==> config.mk <==
export PLATFORM = sky130hd
export DESIGN_NAME = rs232_rx
export DESIGN_NICKNAME = d
export VERILOG_FILES = /design/src/rtl/rs232_pkg.sv /design/src/rtl/rs232_rx_baud_cnt.sv /design/src/rtl/rs232_rx.sv
export SDC_FILE = /design/constraint.sdc
export NUM_CORES = 1
export LEC_CHECK = 0
export BUFFER_PORTS_ARGS = -buffer_cell sky130_fd_sc_hd__buf_2
export CAP_MARGIN = 25
export CORE_MARGIN = 1.5
export CORE_UTILIZATION = 45
export CTS_CLUSTER_SIZE = 12
export DETAILED_ROUTE_END_ITERATION = 12
export SYNTH_ARGS = -nofsm -noshare
export SYNTH_HDL_FRONTEND = slang
export SYNTH_SLANG_ARGS = --single-unit
export TNS_END_PERCENT = 50
==> constraint.sdc <==
create_clock -name clk_i -period 3.46 [get_ports clk_i]
set_input_delay 0.519 -clock clk_i [delete_from_list [all_inputs] [get_ports clk_i]]
set_output_delay 0.519 -clock clk_i [all_outputs]
set_load 0.02 [all_outputs]
==> src/rtl/rs232_pkg.sv <==
// rs232_pkg: shared definitions for the RS-232 receiver.
//   - rx_state_e  : receiver FSM state encoding (3 bits)
//   - DATA_BITS   : payload bits per frame
//   - SYNC_STAGES : depth of the rx line synchronizer
//   - even_parity : XOR reduction of a data byte (1 = odd number of ones)
package rs232_pkg;

    localparam int DATA_BITS   = 8;
    localparam int SYNC_STAGES = 2;

    typedef enum logic [2:0] {
        ST_IDLE   = 3'd0,
        ST_START  = 3'd1,
        ST_DATA   = 3'd2,
        ST_PARITY = 3'd3,
        ST_STOP   = 3'd4,
        ST_BRK    = 3'd5
    } rx_state_e;

    // Returns the bit that makes the byte plus parity bit hold an even
    // number of ones.
    function automatic logic even_parity(input logic [DATA_BITS-1:0] data);
        return ^data;
    endfunction

endpackage

==> src/rtl/rs232_rx_baud_cnt.sv <==
// rx_baud_cnt: loadable down-counter that times the bit sampling instants.
//   clk_i  : system clock
//   rst_i  : asynchronous active-high reset (counter cleared)
//   ld_i   : load val_i into the counter this cycle
//   val_i  : reload value
//   tick_o : high while the counter sits at zero
// The counter stops at zero until reloaded, so a load of V produces the next
// tick V+1 cycles after the loading cycle.
module rx_baud_cnt #(
    parameter int Width = 15
) (
    input  logic             clk_i,
    input  logic             rst_i,
    input  logic             ld_i,
    input  logic [Width-1:0] val_i,
    output logic             tick_o
);

    logic [Width-1:0] cnt_q;
    logic [Width-1:0] cnt_d;

    always_comb begin
        cnt_d = cnt_q;
        if (ld_i) begin
            cnt_d = val_i;
        end else if (cnt_q != '0) begin
            cnt_d = cnt_q - Width'(1);
        end
    end

    always_ff @(posedge clk_i or posedge rst_i) begin
        if (rst_i) begin
            cnt_q <= '0;
        end else begin
            cnt_q <= cnt_d;
        end
    end

    assign tick_o = (cnt_q == '0);

endmodule

==> src/rtl/rs232_rx.sv <==
// rs232_rx: UART receiver, 1 start bit, 8 data bits LSB first, optional even
// parity bit, 1 stop bit. Each completed frame is reported with a one-cycle
// rdy_o strobe together with the byte and its parity/framing status.
//   clk_i  : system clock
//   rst_i  : asynchronous active-high reset
//   rx_i   : serial line, asynchronous to clk_i, idle high
//   baud_i : clock cycles per bit (4 .. 2^Width-1), latched at the start edge
//   psel_i : 1 = parity bit present (even parity), latched at the start edge
//   d_o    : last received byte
//   rdy_o  : one-cycle strobe, d_o/perr_o/ferr_o updated
//   perr_o : parity error of the last frame
//   ferr_o : framing error (stop bit sampled low) of the last frame
module rs232_rx
    import rs232_pkg::*;
#(
    parameter int Width = 15
) (
    input  logic             clk_i,
    input  logic             rst_i,
    input  logic             rx_i,
    input  logic [Width-1:0] baud_i,
    input  logic             psel_i,
    output logic [7:0]       d_o,
    output logic             rdy_o,
    output logic             perr_o,
    output logic             ferr_o
);

    logic [SYNC_STAGES-1:0] sync_q;
    logic                   rxs;

    rx_state_e              state_q, state_d;
    logic [Width-1:0]       baud_q, baud_d;
    logic                   psel_q, psel_d;
    logic [DATA_BITS-1:0]   shift_q, shift_d;
    logic                   par_q, par_d;
    logic [2:0]             bit_q, bit_d;
    logic [DATA_BITS-1:0]   dat_q, dat_d;
    logic                   perr_q, perr_d;
    logic                   ferr_q, ferr_d;
    logic                   rdy_q, rdy_d;

    logic                   cnt_ld;
    logic [Width-1:0]       cnt_val;
    logic                   tick;

    // Two-flop synchronizer; resets to the idle (high) line level.
    always_ff @(posedge clk_i or posedge rst_i) begin
        if (rst_i) begin
            sync_q <= '1;
        end else begin
            sync_q <= {sync_q[SYNC_STAGES-2:0], rx_i};
        end
    end

    assign rxs = sync_q[SYNC_STAGES-1];

    rx_baud_cnt #(
        .Width (Width)
    ) u_baud_cnt (
        .clk_i  (clk_i),
        .rst_i  (rst_i),
        .ld_i   (cnt_ld),
        .val_i  (cnt_val),
        .tick_o (tick)
    );

    always_comb begin
        state_d = state_q;
        baud_d  = baud_q;
        psel_d  = psel_q;
        shift_d = shift_q;
        par_d   = par_q;
        bit_d   = bit_q;
        dat_d   = dat_q;
        perr_d  = perr_q;
        ferr_d  = ferr_q;
        rdy_d   = 1'b0;
        cnt_ld  = 1'b0;
        // A load of V ticks V+1 cycles later, so loading N-1 spaces samples
        // exactly one bit time apart.
        cnt_val = baud_q - Width'(1);

        unique case (state_q)
            ST_IDLE: begin
                if (!rxs) begin
                    baud_d  = baud_i;
                    psel_d  = psel_i;
                    cnt_ld  = 1'b1;
                    // First sample half a bit after the start edge; baud_q is
                    // not yet valid in this cycle, so use baud_i directly.
                    cnt_val = (baud_i >> 1) - Width'(1);
                    state_d = ST_START;
                end
            end
            ST_START: begin
                if (tick) begin
                    if (rxs) begin
                        // Start bit gone by mid-bit: treat as a glitch.
                        state_d = ST_IDLE;
                    end else begin
                        bit_d   = 3'd0;
                        cnt_ld  = 1'b1;
                        state_d = ST_DATA;
                    end
                end
            end
            ST_DATA: begin
                if (tick) begin
                    shift_d = {rxs, shift_q[DATA_BITS-1:1]};
                    bit_d   = bit_q + 3'd1;
                    cnt_ld  = 1'b1;
                    if (bit_q == 3'(DATA_BITS - 1)) begin
                        state_d = psel_q ? ST_PARITY : ST_STOP;
                    end
                end
            end
            ST_PARITY: begin
                if (tick) begin
                    par_d   = rxs;
                    cnt_ld  = 1'b1;
                    state_d = ST_STOP;
                end
            end
            ST_STOP: begin
                if (tick) begin
                    dat_d   = shift_q;
                    perr_d  = psel_q & (par_q != even_parity(shift_q));
                    ferr_d  = ~rxs;
                    rdy_d   = 1'b1;
                    // A low stop bit means a held-low line; wait for it to go
                    // high before arming for the next start edge.
                    state_d = rxs ? ST_IDLE : ST_BRK;
                end
            end
            ST_BRK: begin
                if (rxs) begin
                    state_d = ST_IDLE;
                end
            end
            default: begin
                state_d = ST_IDLE;
            end
        endcase
    end

    always_ff @(posedge clk_i or posedge rst_i) begin
        if (rst_i) begin
            state_q <= ST_IDLE;
            baud_q  <= '0;
            psel_q  <= 1'b0;
            shift_q <= '0;
            par_q   <= 1'b0;
            bit_q   <= 3'd0;
            dat_q   <= '0;
            perr_q  <= 1'b0;
            ferr_q  <= 1'b0;
            rdy_q   <= 1'b0;
        end else begin
            state_q <= state_d;
            baud_q  <= baud_d;
            psel_q  <= psel_d;
            shift_q <= shift_d;
            par_q   <= par_d;
            bit_q   <= bit_d;
            dat_q   <= dat_d;
            perr_q  <= perr_d;
            ferr_q  <= ferr_d;
            rdy_q   <= rdy_d;
        end
    end

    assign d_o    = dat_q;
    assign rdy_o  = rdy_q;
    assign perr_o = perr_q;
    assign ferr_o = ferr_q;

endmodule

==> impl_metrics.toml <==
[layout]
layout.cell_area.non_filler_mm2 = 0.00391
drive_gt1_share_pct = 19.2
insertedDiodeCount = 0
final_net_count = 426
areaGrowthSynthToFinish_pct = 13.2

[synthesis]
yosys_register_bits = 59
compound_cell_area_share_of_the_yosys_netlist_pct = 10.1
post_synth_instance_area_mm2 = 0.00345
async_reset_ff_share_pct = 100
yosys.area_share.adder_pct = 2.18
synth-simple-area-share_pct = 25.9
synth.mux.area_fraction_pct = 6.75
synth_xor_area_share_pct = 9.29
synth_cell_type_count = 48
postSynthAreaPerCell_um2 = 9.32
main_combinational_cell_family_by_area_after_synthesis = "simple AND/OR/NAND/NOR gates"
synthesis.yosys.warnings = 0
register_area_share_after_synthesis_pct = 42.9
synth_fp_nets = 395
yosys_most_used_dff = "sky130_fd_sc_hd__dfrtp_1"
synth_edf_count = 0
post_synth_inst_count = 370

[outcome]
outcome = "completed"

[setup_path]
crit-reg2reg-capture = "shift_q[0]"
worst-r2r-setup-slack_ps = 680
timing.rr.start = "u_baud_cnt.cnt_q[0]"
timing.reg2reg.worst_path_depth = 7
setup_crit_path_kind = "reg2reg"
setup.worst_path.start_class = "flip-flop"
worst-endpoint-arrival_ps = 3000
crit_fanout = 15
critical_path.endpoint_type = "flip-flop"
timing.critical_path.required_ps = 3680

[detailed_routing]
dr.first_iter.drc_count = 120
vias = 2723
dr.pass1.iters = 5
routedWlPerCell_um = 15.2
post_drt_via_cell_ratio = 5.39
post-route-drc-count = 0
drt_wl_total_um = 7700
postRouteAntennaNets = 0

[timing]
timing.final.hold_violations = 0
rel_slew_slack_pct = 45.5
max_clock_freq_ghz = 0.360
finalSetupViolCount = 0
setup_tns_ps = 0
slew_viol_final = 0
finalCriticalPeriod_ps = 2780
worstMarginPinSlew_ps = 811
rsz_0062_raised_after_global_routing = "false"
finalCritPeriodShare_pct = 80.4
timing.clock.skew_ps = 12.4

[die]
floorplan.initialDensity_pct = 47.1
row_count = 31
floorplan.die.height_um = 90.6
die-area_mm2 = 0.00820
die_w_um = 90.6
coreArea_mm2 = 0.00733
top_level_ports = 30

[clocking]
clk-insertion-delay-late_ps = 340
cts_post_setup_buffers_inserted = 0
cts_max_level = 3
clock_sinks = 59
clock_tree_from_tritoncts = "yes"
cts.root.buffer_cell = "sky130_fd_sc_hd__clkbuf_8"
path_clk_slew_ps = 70
cts_inserted_buffers = 9
cts-root-to-sink-buffers = 2
resize_count_post_cts = 0
hold_buffers = 0

[pwr]
total_power_mw = 2.70
power.leakage_nw = 1.76
worst_ir_drop_vdd_mv = 0.314
cellPowerDensity_mw_per_mm2 = 691

[grt]
global_route.overflow_total = 0
grt_antenna_before_repair = 0
grt_pass1_vias = 2680
wire_length_of_the_first_global_routing_pass_um = 13300
gr-usage-all-layers_pct = 20.7
grt_start_max_net_pins = 40

[job]
max_cap_violation_count = 0

[place]
port_buffers = 29
place.detailed.hpwl_um = 5560
gpl.final_weighted_congestion = 0.834
placedInstanceArea_mm2 = 0.00370

[hold_path]
hold_class = "in2async"
placed cells by master (no fill, tap or decap), types with 3 or more instances in the layout:
cell type / count
sky130_fd_sc_hd__nand2_1: 84
sky130_fd_sc_hd__dfrtp_1: 57
sky130_fd_sc_hd__buf_2: 29
sky130_fd_sc_hd__xnor2_1: 19
sky130_fd_sc_hd__nor2_1: 18
sky130_fd_sc_hd__xor2_1: 15
sky130_fd_sc_hd__o21ai_0: 13
sky130_fd_sc_hd__mux2i_1: 12
sky130_fd_sc_hd__nor3_1: 11
sky130_fd_sc_hd__nand3_1: 11
sky130_fd_sc_hd__inv_1: 10
sky130_fd_sc_hd__a21oi_1: 10
sky130_fd_sc_hd__nor4_1: 10
sky130_fd_sc_hd__mux2_2: 10
sky130_fd_sc_hd__clkbuf_8: 10
sky130_fd_sc_hd__or4_1: 6
sky130_fd_sc_hd__a211oi_1: 6
sky130_fd_sc_hd__ha_1: 6
sky130_fd_sc_hd__a221oi_1: 5
sky130_fd_sc_hd__buf_4: 5
sky130_fd_sc_hd__nand2b_1: 4
sky130_fd_sc_hd__nand4_1: 4
sky130_fd_sc_hd__or2_2: 4
sky130_fd_sc_hd__nor4_4: 3
sky130_fd_sc_hd__nor4b_1: 3
sky130_fd_sc_hd__or3_1: 3
flip-flops by register name, summed over array words and instances, names as in the netlist:
name	count
rdy_o	1
shift_q	8
par_q	1
psel_q	1
d_o	8
perr_o	1
sync_q	2
state_q	3
bit_q	3
baud_q	15
u_baud_cnt.cnt_q	15
ferr_o	1
logic make-up after synthesis:
group / after synthesis
AOI/OAI and AO/OA: 52
buffers and inverters: 25
and+or+nand+nor: 171
xor gates and xnor gates: 35
adders and majority gates: 6
muxes: 22
DFF: 59
critical path: stages, from the launching register on:
cell                      delay, ps
sky130_fd_sc_hd__dfrtp_1        420
sky130_fd_sc_hd__inv_1          120
sky130_fd_sc_hd__ha_1           200
sky130_fd_sc_hd__nor4b_2        350
sky130_fd_sc_hd__nand4_1        630
sky130_fd_sc_hd__nor3_1         370
sky130_fd_sc_hd__buf_4          240
sky130_fd_sc_hd__mux2_2         340
per-layer routing:
metal / track usage [%] / up-vias / wire (µm)
li1: - / 1373 / -
met3: 4.97 / 8 / 321
met4: 7.67 / 0 / 97
met1: 30.6 / 1297 / 4010
met2: 29.0 / 45 / 3270
met5: 0 / - / 0
per-stage QoR:
stage          utilization (%)  setup WS [ps]  instances  hold slack [ps]
2_1_floorplan                -           1330        370              345
3_3_place_gp              50.5            801        489              346
3_5_place_dp              50.5            674        489              348
4_1_cts                   53.3            661        505              189
5_1_grt                   53.3            442        505              209
6_report                  53.3            679        505              180
synthesized netlist by cell type, types with 2 or more instances:
| cell | number | area (µm²) |
|---|---|---|
| sky130_fd_sc_hd__a221oi_1 | 5 | 43.8 |
| sky130_fd_sc_hd__nor4_1 | 10 | 62.6 |
| sky130_fd_sc_hd__nor3b_1 | 2 | 15.0 |
| sky130_fd_sc_hd__inv_1 | 11 | 41.3 |
| sky130_fd_sc_hd__o22a_1 | 2 | 17.5 |
| sky130_fd_sc_hd__a21oi_1 | 10 | 50.1 |
| sky130_fd_sc_hd__dfrtp_1 | 57 | 1430 |
| sky130_fd_sc_hd__o21ai_0 | 13 | 65.1 |
| sky130_fd_sc_hd__nor4_4 | 2 | 42.5 |
| sky130_fd_sc_hd__a21o_1 | 2 | 15.0 |
| sky130_fd_sc_hd__nor4_2 | 2 | 25.0 |
| sky130_fd_sc_hd__or4b_4 | 2 | 27.5 |
| sky130_fd_sc_hd__a22oi_1 | 2 | 15.0 |
| sky130_fd_sc_hd__nor3_1 | 11 | 55.1 |
| sky130_fd_sc_hd__ha_1 | 6 | 75.1 |
| sky130_fd_sc_hd__nor2_1 | 18 | 67.6 |
| sky130_fd_sc_hd__mux2_2 | 10 | 113 |
| sky130_fd_sc_hd__dfstp_2 | 2 | 52.6 |
| sky130_fd_sc_hd__or4_1 | 6 | 45.0 |
| sky130_fd_sc_hd__nand2b_1 | 4 | 25.0 |
| sky130_fd_sc_hd__buf_4 | 2 | 15.0 |
| sky130_fd_sc_hd__nor4b_1 | 3 | 26.3 |
| sky130_fd_sc_hd__or2_2 | 4 | 25.0 |
| sky130_fd_sc_hd__or3_1 | 3 | 18.8 |
| sky130_fd_sc_hd__mux2i_1 | 12 | 120 |
| sky130_fd_sc_hd__nand3_1 | 11 | 55.1 |
| sky130_fd_sc_hd__nand2_1 | 84 | 315 |
| sky130_fd_sc_hd__xnor2_1 | 19 | 166 |
| sky130_fd_sc_hd__clkbuf_1 | 12 | 45.0 |
| sky130_fd_sc_hd__o31ai_1 | 2 | 15.0 |
| sky130_fd_sc_hd__nand4_1 | 4 | 25.0 |
| sky130_fd_sc_hd__a22o_1 | 2 | 17.5 |
| sky130_fd_sc_hd__xor2_1 | 15 | 131 |
| sky130_fd_sc_hd__a211oi_1 | 6 | 45.0 |
final cells by class:
type	count	area, µm²
Tap cell	99	124
Multi-Input combinational cell	286	1880
Clock buffer	10	138
Sequential cell	59	1480
Timing Repair Buffer	34	183
Fill cell	691	3420
Inverter	11	41.3
Clock inverter	6	63.8
power breakdown:
| group | total [mW] | switching [mW] | leakage [nW] | internal (mW) |
|---|---|---|---|---|
| clock | 0.644 | 0.292 | 0.0987 | 0.352 |
| sequential | 1.19 | 0.302 | 0.745 | 0.886 |
| combinational | 0.867 | 0.478 | 0.920 | 0.389 |
worst max path at each step:
stage,start,cells past startpoint,endpoint
floorplan,u_baud_cnt.cnt_q[0],7,shift_q[0]
global placement,u_baud_cnt.cnt_q[0],7,shift_q[1]
detailed placement,u_baud_cnt.cnt_q[0],7,shift_q[7]
CTS,u_baud_cnt.cnt_q[0],7,shift_q[1]
global route,u_baud_cnt.cnt_q[0],8,u_baud_cnt.cnt_q[13]
finish,u_baud_cnt.cnt_q[0],7,shift_q[0]
No activity file was read; power rests on OpenSTA's default activity.
